**src/rtl/egg_timer_pkg.sv**
```systemverilog
// Egg timer shared types: FSM encoding, BCD time record,
// digit limits and BCD increment/decrement helpers.
package egg_timer_pkg;

  typedef enum logic [1:0] {
    SETUP = 2'd0,
    RUN   = 2'd1,
    PAUSE = 2'd2,
    ALARM = 2'd3
  } state_t;

  localparam int DIGIT_W = 4;
  localparam int SEC_MAX = 59;
  localparam int MIN_MAX = 99;

  typedef logic [DIGIT_W-1:0] digit_t;

  localparam digit_t SEC_TENS_MAX = digit_t'(SEC_MAX / 10);
  localparam digit_t SEC_ONES_MAX = digit_t'(SEC_MAX % 10);
  localparam digit_t MIN_TENS_MAX = digit_t'(MIN_MAX / 10);
  localparam digit_t MIN_ONES_MAX = digit_t'(MIN_MAX % 10);

  typedef struct packed {
    digit_t min_tens;
    digit_t min_ones;
    digit_t sec_tens;
    digit_t sec_ones;
  } bcd_time_t;

  localparam bcd_time_t TIME_ZERO = '0;
  localparam bcd_time_t TIME_ONE = '{
    min_tens: 4'd0,
    min_ones: 4'd0,
    sec_tens: 4'd0,
    sec_ones: 4'd1
  };

  function automatic bcd_time_t inc_min(bcd_time_t t);
    bcd_time_t r;
    r = t;
    if (t.min_ones >= MIN_ONES_MAX) begin
      r.min_ones = 4'd0;
      if (t.min_tens >= MIN_TENS_MAX)
        r.min_tens = 4'd0;
      else
        r.min_tens = t.min_tens + 4'd1;
    end else begin
      r.min_ones = t.min_ones + 4'd1;
    end
    return r;
  endfunction

  // Seconds wrap 59 -> 00 without touching minutes.
  function automatic bcd_time_t inc_sec(bcd_time_t t);
    bcd_time_t r;
    r = t;
    if (t.sec_ones >= 4'd9) begin
      r.sec_ones = 4'd0;
      if (t.sec_tens >= SEC_TENS_MAX)
        r.sec_tens = 4'd0;
      else
        r.sec_tens = t.sec_tens + 4'd1;
    end else begin
      r.sec_ones = t.sec_ones + 4'd1;
    end
    return r;
  endfunction

  // One-second countdown with borrow; 00:00 is left alone.
  function automatic bcd_time_t dec_sec(bcd_time_t t);
    bcd_time_t r;
    r = t;
    if (t == TIME_ZERO) begin
      r = TIME_ZERO;
    end else if (t.sec_ones != 4'd0) begin
      r.sec_ones = t.sec_ones - 4'd1;
    end else if (t.sec_tens != 4'd0) begin
      r.sec_ones = 4'd9;
      r.sec_tens = t.sec_tens - 4'd1;
    end else begin
      r.sec_ones = SEC_ONES_MAX;
      r.sec_tens = SEC_TENS_MAX;
      if (t.min_ones != 4'd0) begin
        r.min_ones = t.min_ones - 4'd1;
      end else begin
        r.min_ones = 4'd9;
        r.min_tens = t.min_tens - 4'd1;
      end
    end
    return r;
  endfunction

endpackage

```
**src/rtl/egg_timer_ctrl_prescaler.sv**
```systemverilog
// One-second prescaler: counts 0..TICK_DIV-1 while en, tick on wrap.
// Ports: clk, reset (sync), clr (to 0), en (count), tick (comb).
module one_sec_prescaler #(
  parameter int TICK_DIV = 100000000
) (
  input  logic clk,
  input  logic reset,
  input  logic clr,
  input  logic en,
  output logic tick
);

  localparam int W = (TICK_DIV > 1) ? $clog2(TICK_DIV) : 1;
  localparam logic [W-1:0] LAST = W'(TICK_DIV - 1);

  logic [W-1:0] cnt_q;

  assign tick = en && !clr && (cnt_q == LAST);

  always_ff @(posedge clk) begin
    if (reset) begin
      cnt_q <= '0;
    end else if (clr) begin
      cnt_q <= '0;
    end else if (en) begin
      if (cnt_q == LAST)
        cnt_q <= '0;
      else
        cnt_q <= cnt_q + W'(1);
    end
  end

endmodule

```
**src/rtl/egg_timer_ctrl.sv**
```systemverilog
// Egg timer controller: set MM:SS, count down, alarm, auto-return.
// Ports: clk, reset, btn_* pulses, BCD digits, running, alarm, state.
module egg_timer_ctrl
  import egg_timer_pkg::*;
#(
  parameter int TICK_DIV   = 100000000,
  parameter int ALARM_SECS = 10
) (
  input  logic       clk,
  input  logic       reset,
  input  logic       btn_min,
  input  logic       btn_sec,
  input  logic       btn_start,
  input  logic       btn_clear,
  output logic [3:0] min_tens,
  output logic [3:0] min_ones,
  output logic [3:0] sec_tens,
  output logic [3:0] sec_ones,
  output logic       running,
  output logic       alarm,
  output logic [1:0] state
);

  localparam int AW =
    (ALARM_SECS > 0) ? $clog2(ALARM_SECS + 1) : 1;
  localparam logic [AW-1:0] ALM_LAST = AW'(ALARM_SECS - 1);

  state_t           st_q, st_d;
  bcd_time_t        tm_q, tm_d;
  logic [AW-1:0]    alm_q, alm_d;
  logic             pre_clr;
  logic             pre_en;
  logic             tick;
  logic             counting;

  assign counting = (st_q == RUN) || (st_q == ALARM);

  // Kept independent of tick so the prescaler has no comb loop.
  // A start/clear edge freezes the count (pause holds its value).
  assign pre_en = counting && !btn_start && !btn_clear;

  assign pre_clr =
    btn_clear ||
    (btn_start && (st_q == ALARM)) ||
    (btn_start && (st_q == SETUP) && (tm_q != TIME_ZERO));

  one_sec_prescaler #(
    .TICK_DIV(TICK_DIV)
  ) u_pre (
    .clk  (clk),
    .reset(reset),
    .clr  (pre_clr),
    .en   (pre_en),
    .tick (tick)
  );

  always_comb begin
    st_d  = st_q;
    tm_d  = tm_q;
    alm_d = alm_q;
    case (st_q)
      SETUP: begin
        if (btn_clear) begin
          tm_d = TIME_ZERO;
        end else if (btn_start) begin
          if (tm_q != TIME_ZERO)
            st_d = RUN;
        end else begin
          if (btn_min)
            tm_d = inc_min(tm_d);
          if (btn_sec)
            tm_d = inc_sec(tm_d);
        end
      end
      RUN: begin
        if (btn_clear) begin
          st_d = SETUP;
          tm_d = TIME_ZERO;
        end else if (btn_start) begin
          st_d = PAUSE;
        end else if (tick) begin
          if (tm_q == TIME_ONE) begin
            st_d  = ALARM;
            tm_d  = TIME_ZERO;
            alm_d = '0;
          end else begin
            tm_d = dec_sec(tm_q);
          end
        end
      end
      PAUSE: begin
        if (btn_clear) begin
          st_d = SETUP;
          tm_d = TIME_ZERO;
        end else if (btn_start) begin
          st_d = RUN;
        end
      end
      ALARM: begin
        tm_d = TIME_ZERO;
        if (btn_clear || btn_start) begin
          st_d  = SETUP;
          alm_d = '0;
        end else if (tick) begin
          // Prescaler wraps to 0 on this tick by itself.
          if (alm_q == ALM_LAST) begin
            st_d  = SETUP;
            alm_d = '0;
          end else begin
            alm_d = alm_q + AW'(1);
          end
        end
      end
      default: begin
        st_d  = SETUP;
        tm_d  = TIME_ZERO;
        alm_d = '0;
      end
    endcase
  end

  always_ff @(posedge clk) begin
    if (reset) begin
      st_q    <= SETUP;
      tm_q    <= TIME_ZERO;
      alm_q   <= '0;
      running <= 1'b0;
      alarm   <= 1'b0;
    end else begin
      st_q    <= st_d;
      tm_q    <= tm_d;
      alm_q   <= alm_d;
      running <= (st_d == RUN);
      alarm   <= (st_d == ALARM);
    end
  end

  assign state    = st_q;
  assign min_tens = tm_q.min_tens;
  assign min_ones = tm_q.min_ones;
  assign sec_tens = tm_q.sec_tens;
  assign sec_ones = tm_q.sec_ones;

endmodule
```
**config.mk**
```make
export PLATFORM = sky130hd
export DESIGN_NAME = egg_timer_ctrl
export DESIGN_NICKNAME = d
export VERILOG_FILES = /design/src/rtl/egg_timer_pkg.sv /design/src/rtl/egg_timer_ctrl_prescaler.sv /design/src/rtl/egg_timer_ctrl.sv
export SDC_FILE = /design/constraint.sdc
export NUM_CORES = 1
export LEC_CHECK = 0
export CELL_PAD_IN_SITES_DETAIL_PLACEMENT = 1
export CELL_PAD_IN_SITES_GLOBAL_PLACEMENT = 1
export CORE_UTILIZATION = 44
export DETAILED_ROUTE_END_ITERATION = 7
export PLACE_DENSITY_LB_ADDON = 0.1
export SLEW_MARGIN = 0
export SYNTH_ARGS = -nofsm -noshare
export SYNTH_HDL_FRONTEND = slang
export SYNTH_SLANG_ARGS = --single-unit
```
**constraint.sdc**
```tcl
create_clock -name clk -period 2.76 [get_ports clk]
set_input_delay 0.276 -clock clk [delete_from_list [all_inputs] [get_ports clk]]
set_output_delay 0.276 -clock clk [all_outputs]
set_load 0.05 [all_outputs]
```
==> results of run 1 <==
[logic make-up (layout without fill, tap and decap cells)]
family | after synthesis | count (layout) | synth area share (%)
XOR/XNOR | 28 | 28 | 7.86
adder cells (fa/ha/maj) | 16 | 16 | 6.42
AND/OR/NAND/NOR | 169 | 169 | 29.5
flip-flops | 51 | 51 | 32.7
buffers and inverters | 38 | 74 | 5.01
multiplexers | 3 | 3 | 0.963
AO/OA/AOI/OAI | 82 | 82 | 17.5
[final timing paths]
| path | from | end | slack [ps] |
|---|---|---|---|
| min reg2reg | u_pre.cnt_q[16] | u_pre.cnt_q[16] | 530 |
| max | min_ones[0] | alm_q[1] | 240 |
| max reg2reg | min_ones[0] | alm_q[1] | 240 |
| min | u_pre.cnt_q[16] | u_pre.cnt_q[16] | 530 |
[cell usage in the layout, fill, tap and decap left out, types with 3 or more instances in the layout]
cell type,count
a211oi_1,7
buf_4,18
o21ai_1,5
nand3_1,13
nand2b_1,3
nand3b_1,3
xor2_1,12
ha_1,16
and2_1,3
xnor2_1,16
or3_1,7
and3_1,6
nand2_1,25
o211ai_1,3
nor4_2,3
a21oi_1,26
o32ai_1,3
nand4_1,9
o221a_2,3
clkdlybuf4s50_1,25
o31ai_1,5
dfxtp_1,51
or3b_2,4
nor3_1,9
inv_1,23
nor2b_1,3
mux2i_1,3
nor3b_1,5
clkbuf_8,5
a211o_1,3
nor2_1,59
o21ai_0,11
[power by group through the flow]
stage	clock, mW	combinational (mW)	sequential (mW)
after floorplan	0	0.212	0.857
after global placement	0	0.405	0.800
after detailed placement	0	0.412	0.801
after CTS	0.485	0.415	0.784
after global routing	0.506	0.455	0.788
final	0.469	0.417	0.784
[per-stage QoR]
stage / utilization (%) / instances / worst slack (ps)
after global routing: 53.4 / 519 / 7.74
final: 53.4 / 519 / 243
after floorplan: - / 387 / 310
after CTS: 53.4 / 519 / 254
after global placement: 52.0 / 511 / 250
after detailed placement: 52.0 / 511 / 218
[metal layers]
metal / GRT usage [%] / up-vias / wire [um]
li1: - / 1432 / -
met1: 31.1 / 1404 / 4110
met2: 40.0 / 44 / 3930
met3: 2.95 / 11 / 162
met4: 6.06 / 0 / 97
met5: 0 / - / 0
[worst max-delay path, cell delays in order, from the launching register on]
cell and delay [ps]:
dfxtp_1 380, inv_1 140, ha_1 270, nor3b_2 320, nand4_1 230, o31ai_1 460, o211a_1 330, nor2_1 70
a211oi_1 220
[area by class of cell]
| class | count | share of cell area [%] |
|---|---|---|
| repair buffers | 43 | 10.6 |
| clock buffers | 5 | 1.89 |
| multi-input cells | 298 | 53.2 |
| well taps | 96 | 3.29 |
| inverters | 23 | 2.37 |
| flip-flops and latches | 51 | 28.0 |
| clock inverters | 3 | 0.720 |
[sequential cells by signal, summed over array words and instances, names as in the netlist]
name         cells
u_pre.cnt_q     27
alm_q            4
min_ones         4
min_tens         4
sec_ones         4
sec_tens         4
state            2
alarm            1
running          1
==> summary.txt, run 1 <==
Setup path
  • R2R depth: 8
  • CP endpoint kind: register
  • CP max FO: 6
  • CP arrival: roughly 2700 ps
  • Critical Path RT: 2980 ps
  • WS Path Type: reg2reg
  • Startpoint Class: register

Min path
  • Worst hold path class: reg2reg
  • Worst hold path stage count: 2

Clock network
  • Setup Fix Bufs, Post-CTS: 0
  • Num CTS Buffers: 5
  • TritonCTS Sinks: a little over 50
  • Skew-Pair Late Insertion Delay: between 300 and 400 ps
  • Quantity of gates resized following cts: 0
  • CTS tree: yes
  • CTS root buf: clkbuf_8
  • H-tree depth: 2
  • Clock Pin Slew Worst Setup and Hold Paths: 110 ps
  • Hold_buf cts: 0
  • CTS max path bufs: 2

Synthesis
  • Mapped Cells: approximately 390
  • Sequential-to-total area share from yosys stat: roughly a third
  • #FFs+latches synth: between 50 and 60
  • Post-synth net total: between 400 and 500
  • Post-synth EDFFs: 0
  • Synth area leaders: dfxtp_1 33%, nor2_1 7.1%, ha_1 6.4%
  • Synth area leader: dfxtp_1
  • Ys async rst share: 0%
  • Most numerous cell in the Yosys netlist: nor2_1
  • Synth unique cells: 57
  • Synthesized area per cell: approximately 8 um2
  • Synth warn: 0
  • Mapped Area: approximately 3100 um2
  • Post-synth top cells: 59 x nor2_1, 51 x dfxtp_1, 26 x a21oi_1, 25 x nand2_1, 23 x inv_1
  • Synth Flop Type: dfxtp_1
  • Yosys top cell area share: 32.7%

Timing
  • Final hold violations: 0
  • Slew HR: approximately 57%
  • Worst-Margin Slew: between 600 and 700 ps
  • RSZ-0062 raised after global routing: false
  • Final hold slack: 527 ps
  • Tcrit/Tclk final: about nine tenths
  • Peak Freq: 397 MHz
  • Setup TNS: 0 ps
  • # setup viols final: 0
  • Clock skew: between 10 and 15 ps
  • Period minus WS final: approximately 2500 ps
  • Max-slew violation count: 0

Pwr
  • Logic gate share of total power: between 20% and 30%
  • Max VDD drop: roughly 0.28 mV
  • Clk pwr share: 28.1%
  • Pint: between 1 and 1.5 mW
  • Total power after layout: 1.67 mW
  • Power Density: ~460 nW/um2
  • Lkg Pwr: between 1 and 1.5 nW
  • Sequential share of power: approximately 47%
  • Sw power: around 0.57 mW
  • Sw Ratio: 33.9%

Die
  • Num ports: 26
  • Die Wd: between 80 and 90 um
  • Initial Utilization: ~46%
  • Die area: roughly 7400 um2
  • Core area: slightly below 7000 um2
  • Die Y: ~86 um
  • # rows: 30

Routing
  • Detail Route Antenna Nets: 0
  • DRT Wirelength: between 8000 and 9000 um
  • Post-DR wirelength/cell: 16.0 um
  • Drt first pass iters: 4
  • Iteration-0 DRC Markers: about 170
  • Vias/cell: between 5 and 6
  • DRC violations left: 0
  • Vias: a little under 3k

Placement
  • Placed wire-length estimate: approximately 6200 um
  • Placed Area: around 3600 um2
  • Port Buffer Count: 25
  • GPL Wtd Cong: 0.851

Final layout
  • Multi-input gate area: between 1500 and 2000 um2
  • Share of layout cells above drive strength 1: 10.9%
  • Final Net Count: 444
  • Ant. Diodes: 0
  • Syn-to-layout area delta: 17.0%
  • Register area: slightly above 1000 um2
  • Fillers: 860
  • Final instance area: about 3600 um2

Flow run
  • MaxCap Viol Count: 0

Global route
  • Largest net degree at the start of global routing: 26
  • Total GRT Usage: 23.4%
  • Vias in the first global route: just under 3k
  • First-pass GRT wire length: 14000 um
  • GR Overflow Total: 0
  • Initial antenna violation count: 0

Run status
  • Status: finished, final reports clean
No activity file was read; power rests on OpenSTA's default activity.
==> run 2: changes to the inputs <==
CORE_MARGIN = 4   (was default)
GPL_TIMING_DRIVEN = 0   (was default)
==> summary.txt, run 2 (synthesized netlist as in run 1, its figures left out) <==
Placement
  • Port Buffer Count: 23 (-8.0%)
  • Placed wire-length estimate: 6300 um (+2.2%)
  • GPL Wtd Cong: 0.845 (-0.78%)
  • Pre-CTS setup slack: 142 ps (-76.1 ps)

Timing
  • Slew HR: 51.5% (-5.7 points)
  • Period minus WS final: 2620 ps (+98.8 ps)
  • # setup viols final: 0 (unchanged)
  • Final hold violations: 0 (unchanged)
  • Final hold slack: 357 ps (-170 ps)
  • Clock skew: 11.8 ps (-1.33 ps)
  • RSZ-0062 raised after global routing: false
  • Peak Freq: 382 MHz (-3.8%)
  • Setup TNS: 0 ps (unchanged)
  • Tcrit/Tclk final: 94.8% (+3.6 points)
  • Max-slew violation count: 0 (unchanged)
  • Worst-Margin Slew: 722 ps (+85.5 ps)
  • Final worst setup slack: 144 ps (-98.8 ps)

Clock network
  • Num CTS Buffers: 5 (unchanged)
  • CTS max path bufs: 2 (unchanged)
  • CTS tree: yes
  • Clock Pin Slew Worst Setup and Hold Paths: 100 ps (about the same)
  • CTS root buf: clkbuf_8
  • H-tree depth: 2 (unchanged)
  • Skew-Pair Late Insertion Delay: 310 ps (about the same)
  • TritonCTS Sinks: 51 (unchanged)

Die
  • # rows: 30 (unchanged)
  • Core area: 6830 um2 (unchanged)
  • Die Wd: 92.2 um (+7.0%)
  • Die Y: 92.2 um (+7.0%)
  • Die area: 8500 um2 (+14%)
  • Num ports: 26 (unchanged)
  • Initial Utilization: 45.7% (unchanged)

Routing
  • DRT Wirelength: 8390 um (+1.0%)
  • Vias: 2878 (-0.45%)
  • Vias/cell: 5.59 (+0.32%)
  • DRC violations left: 0 (unchanged)
  • Iteration-0 DRC Markers: 127 (-27%)
  • Drt first pass iters: 4 (unchanged)
  • Post-DR wirelength/cell: 16.3 um (+1.8%)
  • Detail Route Antenna Nets: 0 (unchanged)

Setup path
  • Max incr delay on CP: 470 ps (about the same)
  • CP arrival: 2810 ps (+70 ps)
  • Worst path depth: 8 (unchanged)
  • Startpoint Class: register
  • Critical Path RT: 2960 ps (-20 ps)
  • R2R depth: 8 (unchanged)
  • CP max stage cell: or3b_2
  • Sequence of cells on the critical path: inv_1 -> ha_1 -> or3b_2 -> a21oi_1 -> a21oi_1 -> nand3_1 -> a21oi_1 -> o221a_2
  • Family with the most delay on the worst path: compound AO/OA/AOI/OAI gates
  • WS Path Type: reg2reg
  • CP max FO: 7 (+1)
  • CP endpoint kind: register
  • Crit path launch: sec_ones[0]
  • CP bufs+invs: 1 (unchanged)
  • Reg2reg start: sec_ones[0]
  • Cell mode on critical path: a21oi_1

Pwr
  • Max VDD drop: 0.235 mV (-16%)
  • Power Density: 456 nW/um2 (-0.40%)
  • Lkg Pwr: 1.27 nW (-3.3%)

Global route
  • First-pass GRT wire length: 13900 um (-0.30%)
  • GR Overflow Total: 0 (unchanged)
  • Largest net degree at the start of global routing: 16 (-38%)
  • Initial antenna violation count: 0 (unchanged)
  • Total GRT Usage: 20.0% (-3.4 points)
  • Vias in the first global route: 2863 (-1.2%)

Run status
  • Status: finished, final reports clean

Final layout
  • Commonest non-fill, non-tap cell in the layout: nor2_1
  • Final Net Count: 440 (-0.90%)
  • Share of layout cells above drive strength 1: 9.55% (-1.3 points)
  • Max reg flops: 27 (unchanged)
  • Syn-to-layout area delta: 15.7%
  • Ant. Diodes: 0 (unchanged)
  • Commonest cells after routing, fill and taps aside: 59 x nor2_1, 51 x dfxtp_1, 26 x a21oi_1
  • Reg with most FFs: u_pre.cnt_q

Min path
  • Min-delay src: btn_clear
  • Worst hold path class: in2reg
  • Worst hold path stage count: 4 (+2)

Flow run
  • MaxCap Viol Count: 0 (unchanged)
[run 2: changes by cell type in the layout (fill, tap and decap cells not counted), moves of 2 or more]
cell	previous run	this run
inv_6	2	0
nor3b_1	5	2
buf_4	18	1
clkbuf_1	0	10
buf_2	0	5
nor3b_2	1	3
clkdlybuf4s50_1	25	23
[run 2: layer usage]
metal | global-route usage, % | vias up | routed length (um)
li1 | - | 1428 | -
met1 | 26.0 | 1411 | 3990
met2 | 34.5 | 31 | 4140
met3 | 3.12 | 8 | 158
met4 | 5.07 | 0 | 93
met5 | 0 | - | 0
[run 2: where the power goes]
group	switching, mW	internal, mW
clock	0.261	0.206
sequential	0.0287	0.754
combinational	0.251	0.143
total	0.541	1.10
[run 2: path summary, 6_finish.rpt]
kind / endpoint / slack [ps]
max: sec_tens[0] / 140
min reg2reg: u_pre.cnt_q[1] / 540
min: running / 360
max reg2reg: sec_tens[0] / 140
[run 2: timing repair]
action,4_1_cts,5_1_grt
endpoints found under the setup margin,0,28
gates resized for setup,0,7
hold buffers,0,0
buffers inserted,0,1
[run 2: final cells by class]
class / instances / area [um2]
Fill cell: 860 / 3220
Multi-Input combinational cell: 298 / 1980
Sequential cell: 51 / 1020
Timing Repair Buffer: 24 / 238
Tap cell: 96 / 120
Clock buffer: 7 / 86.3
Inverter: 23 / 86.3
Buffer: 15 / 70.1
Clock inverter: 1 / 8.76
[run 2: worst min-delay path, stage by stage]
cell	delay [ps]
buf_6	120
nor2_1	70
nand3_1	100
nor2_1	50
[run 2: stage by stage]
| step | instance area (um2) | util [%] | cells | total power, mW |
|---|---|---|---|---|
| after floorplan | 3120 | - | 387 | 1.07 |
| after global routing | 3610 | 52.8 | 515 | 1.73 |
| after detailed placement | 3470 | 50.8 | 506 | 1.18 |
| after global placement | 3470 | 50.8 | 506 | 1.17 |
| final | 3610 | 52.8 | 515 | 1.64 |
| after CTS | 3560 | 52.2 | 514 | 1.64 |
